<file path="src/rtl/alu_pkg.sv">
// Shared ALU definitions: operation encodings, datapath sizing and the
// shift/rotate unit state encoding.
package alu_pkg;

  localparam int WIDTH = 16;
  localparam int CNT_W = 4;

  typedef enum logic [1:0] {
    OP_ROR = 2'b00,
    OP_ROL = 2'b01,
    OP_SHR = 2'b10,
    OP_SHL = 2'b11
  } op_e;

  typedef enum logic [1:0] {
    ST_IDLE  = 2'b00,
    ST_SHIFT = 2'b01,
    ST_DONE  = 2'b10
  } state_e;

endpackage

</file>
<file path="src/rtl/shift_step.sv">
// One-bit shift/rotate step: maps (work, op) to the next work value and the
// bit that falls off the end.
module shift_step
  import alu_pkg::*;
#(
  parameter int WIDTH = alu_pkg::WIDTH
) (
  input  logic [WIDTH-1:0] work,
  input  op_e              op,
  output logic [WIDTH-1:0] next_work,
  output logic             bit_out
);

  always_comb begin
    next_work = work;
    bit_out   = 1'b0;
    case (op)
      OP_ROR: begin
        next_work = {work[0], work[WIDTH-1:1]};
        bit_out   = work[0];
      end
      OP_ROL: begin
        next_work = {work[WIDTH-2:0], work[WIDTH-1]};
        bit_out   = work[WIDTH-1];
      end
      OP_SHR: begin
        next_work = {1'b0, work[WIDTH-1:1]};
        bit_out   = work[0];
      end
      OP_SHL: begin
        next_work = {work[WIDTH-2:0], 1'b0};
        bit_out   = work[WIDTH-1];
      end
      default: begin
        next_work = work;
        bit_out   = 1'b0;
      end
    endcase
  end

endmodule

</file>
<file path="src/rtl/shift_rotate_unit.sv">
// Multi-cycle shift/rotate stage: one bit per clock, start/busy/done handshake,
// result with carry and zero flags held until the next completion.
module shift_rotate_unit
  import alu_pkg::*;
#(
  parameter int WIDTH = alu_pkg::WIDTH,
  parameter int CNT_W = alu_pkg::CNT_W
) (
  input  logic             clk,
  input  logic             rst_n,
  input  logic             start,
  input  logic [1:0]       op,
  input  logic [WIDTH-1:0] A,
  input  logic [WIDTH-1:0] B,
  output logic             busy,
  output logic             done,
  output logic [WIDTH-1:0] result,
  output logic             carry,
  output logic             zero
);

  // Handshake: start is sampled only in IDLE; busy is high in SHIFT and DONE;
  // done pulses for the single DONE cycle and result/carry/zero are valid from
  // that cycle until the next completion. start during busy is dropped.

  state_e           state;
  op_e              op_q;
  logic [WIDTH-1:0] work;
  logic [CNT_W-1:0] count;
  logic [WIDTH-1:0] next_work;
  logic             bit_out;
  logic [CNT_W-1:0] amount;
  logic             unused_b_hi;

  assign amount      = B[CNT_W-1:0];
  assign unused_b_hi = ^B[WIDTH-1:CNT_W];
  assign busy        = (state != ST_IDLE);

  shift_step #(.WIDTH(WIDTH)) u_step (
    .work      (work),
    .op        (op_q),
    .next_work (next_work),
    .bit_out   (bit_out)
  );

  always_ff @(posedge clk or negedge rst_n) begin
    if (!rst_n) begin
      state  <= ST_IDLE;
      op_q   <= OP_ROR;
      work   <= '0;
      count  <= '0;
      result <= '0;
      carry  <= 1'b0;
      zero   <= 1'b0;
      done   <= 1'b0;
    end else begin
      case (state)
        ST_IDLE: begin
          done <= 1'b0;
          if (start) begin
            op_q  <= op_e'(op);
            work  <= A;
            count <= amount;
            if (amount == '0) begin
              // Zero amount completes immediately with the operand unchanged.
              state  <= ST_DONE;
              result <= A;
              carry  <= 1'b0;
              zero   <= (A == '0);
              done   <= 1'b1;
            end else begin
              state <= ST_SHIFT;
            end
          end
        end
        ST_SHIFT: begin
          work  <= next_work;
          count <= count - 1'b1;
          if (count == 1) begin
            state  <= ST_DONE;
            result <= next_work;
            carry  <= bit_out;
            zero   <= (next_work == '0);
            done   <= 1'b1;
          end
        end
        ST_DONE: begin
          state <= ST_IDLE;
          done  <= 1'b0;
        end
        default: begin
          state <= ST_IDLE;
          done  <= 1'b0;
        end
      endcase
    end
  end

endmodule

</file>
<file path="config.mk">
export PLATFORM = sky130hd
export DESIGN_NAME = shift_rotate_unit
export DESIGN_NICKNAME = d
export VERILOG_FILES = /design/src/rtl/alu_pkg.sv /design/src/rtl/shift_step.sv /design/src/rtl/shift_rotate_unit.sv
export SDC_FILE = /design/constraint.sdc
export NUM_CORES = 1
export LEC_CHECK = 0
export ABC_CLOCK_PERIOD_IN_PS = 2400
export CORE_MARGIN = 5
export CORE_UTILIZATION = 48
export DETAILED_ROUTE_END_ITERATION = 8
export PLACE_DENSITY = 0.9
export SLEW_MARGIN = 20
export SYNTH_ARGS = -nofsm -noshare
export SYNTH_HDL_FRONTEND = slang
export SYNTH_SLANG_ARGS = --single-unit
export TNS_END_PERCENT = 1
</file>
<file path="constraint.sdc">
create_clock -name clk -period 2.4 [get_ports clk]
set_clock_uncertainty 0.15 [all_clocks]
set_input_delay 0.36 -clock clk [delete_from_list [all_inputs] [get_ports clk]]
set_output_delay 0.36 -clock clk [all_outputs]
set_load 0.01 [all_outputs]
</file>
==> flow_metrics.py <==
metrics = {
    "sta": {
        "slew_viol_final": 0,
        "setup_viol": 0,
        "worst_hold_slack_ns": 0.328,
        "fmax_mhz": 460,
        "period_share_pct": 90.5,
        "rsz0062_at_grt": "no",
        "worstMarginPinSlew_ns": 0.877,
        "fin_crit_ns": 2.17,
        "hold_viol": 0,
        "relSlewSlack_pct": 41.5,
    },
    "grt": {
        "top_usage_layer": "met2",
        "use_met3_pct": 4.92,
        "antenna_found_initial": 0,
        "grt_max_degree": 34,
        "grt.total_usage_pct": 17.3,
        "gr-total-overflow": 0,
        "use_met2_pct": 26.4,
        "met1_usage_pct": 23.7,
        "grt_pass1_wl_mm": 8.37,
        "grt_pass1_vias": 1736,
    },
    "pwr": {
        "ir_worst_vdd_uv": 759,
        "cellLeakagePower_nw": 1.20,
        "power_w": 0.00379,
        "cellPowerDensity_mw_per_mm2": 1360,
    },
    "setup_path": {
        "critical_path_class": "reg -> reg",
        "path_max_fanout": 17,
        "cp.depth": 6,
        "cp-start-kind": "register",
        "max_stage_delay_ns": 0.43,
        "cp_top_family": "compound AO/OA/AOI/OAI gates",
        "critPathBufInv": 1,
        "worstPathRequired_ns": 2.43,
        "rr_worst_depth": 6,
        "cp.arrival_ns": 2.20,
        "cpMaxStageDelayCell": "nor3b_1",
        "worstPathCellList": "inv_1 > ha_1 > nor3b_1 > a22oi_2 > a41oi_1 > a2bb2oi_2",
        "end_kind": "register",
    },
    "place": {
        "placed_area_mm2": 0.00266,
        "place_hpwl_mm": 3.62,
        "routabilityCongestion": 0.909,
        "dp.cells": 322,
        "port_buffers": 44,
    },
    "layout": {
        "layout.nets": 317,
        "drive_gt1_share_pct": 8.60,
        "n_antenna_cell": 0,
        "postLayoutCellArea_mm2": 0.00279,
        "final_cells": 331,
        "syn_to_final_growth_pct": 30.6,
    },
    "clock_tree": {
        "cts_buffer_depth": 2,
        "cts_htree_levels": 2,
        "cts_resized": 0,
        "clock-sinks": 43,
        "tritoncts": "built",
        "clk_latency_ns": 0.30,
        "path_clk_slew_ns": 0.08,
        "numCtsBuffers": 5,
        "cts_setup_buffers": 0,
        "cts_root_buffer": "clkbuf_8",
    },
    "job": {
        "cap_violations": 0,
    },
    "synthesis": {
        "syn-cell-area_mm2": 0.00214,
        "synth_nets": 270,
        "postSynthAreaPerCell_um2": 9.25,
        "yosysUniqueCellTypes": 39,
        "ys_seq_area_share_pct": 50.4,
        "synthCells": 231,
        "yosys_register_bits": 43,
        "yosysWarnings": 0,
    },
    "route": {
        "vias": 1810,
        "postRouteWirelength_mm": 4.88,
        "postRouteAntennaNets": 0,
        "dr.pass1.iters": 4,
        "remaining_drc_errors": 0,
        "vias_per_cell": 5.47,
        "drt_iter0_markers": 107,
        "routedWlPerCell_um": 14.7,
    },
    "floorplan": {
        "coreArea_mm2": 0.00432,
        "pin_count": 57,
        "die_x_um": 76.7,
        "dieArea_mm2": 0.00588,
        "fp.dieH_um": 76.7,
        "start_util_pct": 49.4,
        "rows": 24,
    },
    "worst_hold_path": {
        "min_path_type": "reg -> reg",
        "hold_depth": 2,
    },
    "outcome": {
        "status": "complete, no violations",
    },
}
==> path summary, 6_finish.rpt <==
path / from / endpoint / slack [ns]
setup / recovery: count[1] / zero / 0.23
hold / removal: carry / carry / 0.33
setup reg to reg: count[1] / zero / 0.23
hold reg to reg: carry / carry / 0.33
max in group asynchronous: rst_n / op_q[1] / 1.10
min in group asynchronous: rst_n / result[4] / 0.44
==> report_power, final <==
group | internal [W] | switching [W]
logic | 0.000862 | 0.000970
registers | 0.00106 | 0.000316
clock network | 0.000337 | 0.000241
==> cells in the mapped netlist <==
| library cell | count | area share [%] |
|---|---|---|
| nor4_1 | 6 | 1.8 |
| a22oi_2 | 1 | 0.59 |
| o31ai_1 | 1 | 0.35 |
| o221ai_1 | 1 | 0.41 |
| nor4b_1 | 1 | 0.41 |
| a31oi_1 | 1 | 0.29 |
| buf_6 | 1 | 0.53 |
| o22ai_1 | 1 | 0.29 |
| a21o_1 | 1 | 0.35 |
| nor3b_1 | 3 | 1.1 |
| o21ai_1 | 33 | 7.7 |
| a2bb2oi_2 | 1 | 0.70 |
| nand2_1 | 44 | 7.7 |
| dfrtp_1 | 43 | 50 |
| or4_4 | 1 | 0.53 |
| a2111oi_0 | 1 | 0.41 |
| inv_1 | 6 | 1.1 |
| buf_1 | 1 | 0.18 |
| clkbuf_1 | 11 | 1.9 |
| inv_2 | 1 | 0.18 |
| o21bai_1 | 2 | 0.70 |
| o311ai_1 | 1 | 0.41 |
| o2111a_1 | 1 | 0.53 |
| or4_1 | 1 | 0.35 |
| buf_2 | 1 | 0.23 |
| o21ai_0 | 5 | 1.2 |
| nor3_1 | 3 | 0.70 |
| xor2_1 | 1 | 0.41 |
| nand2b_1 | 1 | 0.29 |
| a2111oi_4 | 1 | 1.3 |
| a311oi_1 | 1 | 0.41 |
| or4b_1 | 1 | 0.47 |
| nor2b_1 | 2 | 0.59 |
| nor2_1 | 17 | 3.0 |
| a41oi_1 | 1 | 0.41 |
| nand3_1 | 1 | 0.23 |
| a21oi_1 | 14 | 3.3 |
| ha_1 | 2 | 1.2 |
| mux2i_1 | 16 | 7.5 |
==> logic make-up (layout without fill, tap and decap cells) <==
| logic type | after synthesis | in the layout | synth area share, % |
|---|---|---|---|
| and+or+nand+nor | 81 | 81 | 17.1 |
| AOI/OAI and AO/OA | 67 | 67 | 19.3 |
| muxes | 16 | 16 | 7.50 |
| DFF | 43 | 43 | 50.4 |
| xor gates and xnor gates | 1 | 1 | 0.410 |
| buffers and inverters | 21 | 69 | 4.10 |
| adders and majority gates | 2 | 2 | 1.17 |
==> cell usage in the layout, fill, tap and decap left out, drive strengths merged, types with 2 or more instances in the layout <==
cell type      count
nand2             44
a2111oi            2
clkdlybuf4s50     43
a21oi             14
nor2              17
or4                2
nor4               6
buf               10
dfrtp             43
mux2i             16
nor2b              2
o21bai             2
clkbuf             6
ha                 2
o21ai             38
nor3               3
nor3b              3
inv                7
==> repair_timing <==
action | CTS | global route
endpoints found under the setup margin | 0 | 0
hold buffers | 1 | 0
hold endpoints to repair | 24 | 0
==> worst reg2reg max path: cells and delay by family (launching register included) <==
family                     cells  cell delay (ns)
and+or+nand+nor                1             0.43
AOI/OAI and AO/OA              3             0.82
buffers and inverters          1             0.11
DFF                            1             0.39
adders and majority gates      1             0.16
==> flip-flops by register name (all words and copies together), names as in the netlist <==
signal and cells:
op_q 2, carry 1, zero 1, count 4
done 1, result 16, work 16, state 2
==> metrics by stage <==
| step | setup TNS (ns) | util, % | setup WS (ns) |
|---|---|---|---|
| floorplan | 0 | - | 0.593 |
| global placement | -0.0763 | 61.5 | -0.0763 |
| detailed placement | -0.0646 | 61.5 | -0.0646 |
| CTS | 0 | 64.4 | 0.220 |
| global route | 0 | 64.5 | 0.107 |
| finish | 0 | 64.5 | 0.228 |
==> layer usage <==
metal	vias to the layer above	wire (um)	part of all wire [%]
met4	0	69	1.4
met1	850	2220	45
met3	6	274	5.6
met5	-	0	0
li1	906	-	-
met2	48	2320	47
==> final cells by class <==
| class | instances | area, um2 |
|---|---|---|
| clock buffers | 6 | 82.6 |
| multi-input cells | 167 | 980 |
| inverters | 7 | 26.3 |
| flip-flops and latches | 43 | 1080 |
| well taps | 52 | 65.1 |
| repair buffers | 54 | 526 |
| fillers | 353 | 1530 |
| clock inverters | 2 | 35.0 |
Note: power is estimated with default switching activity, not from simulation.
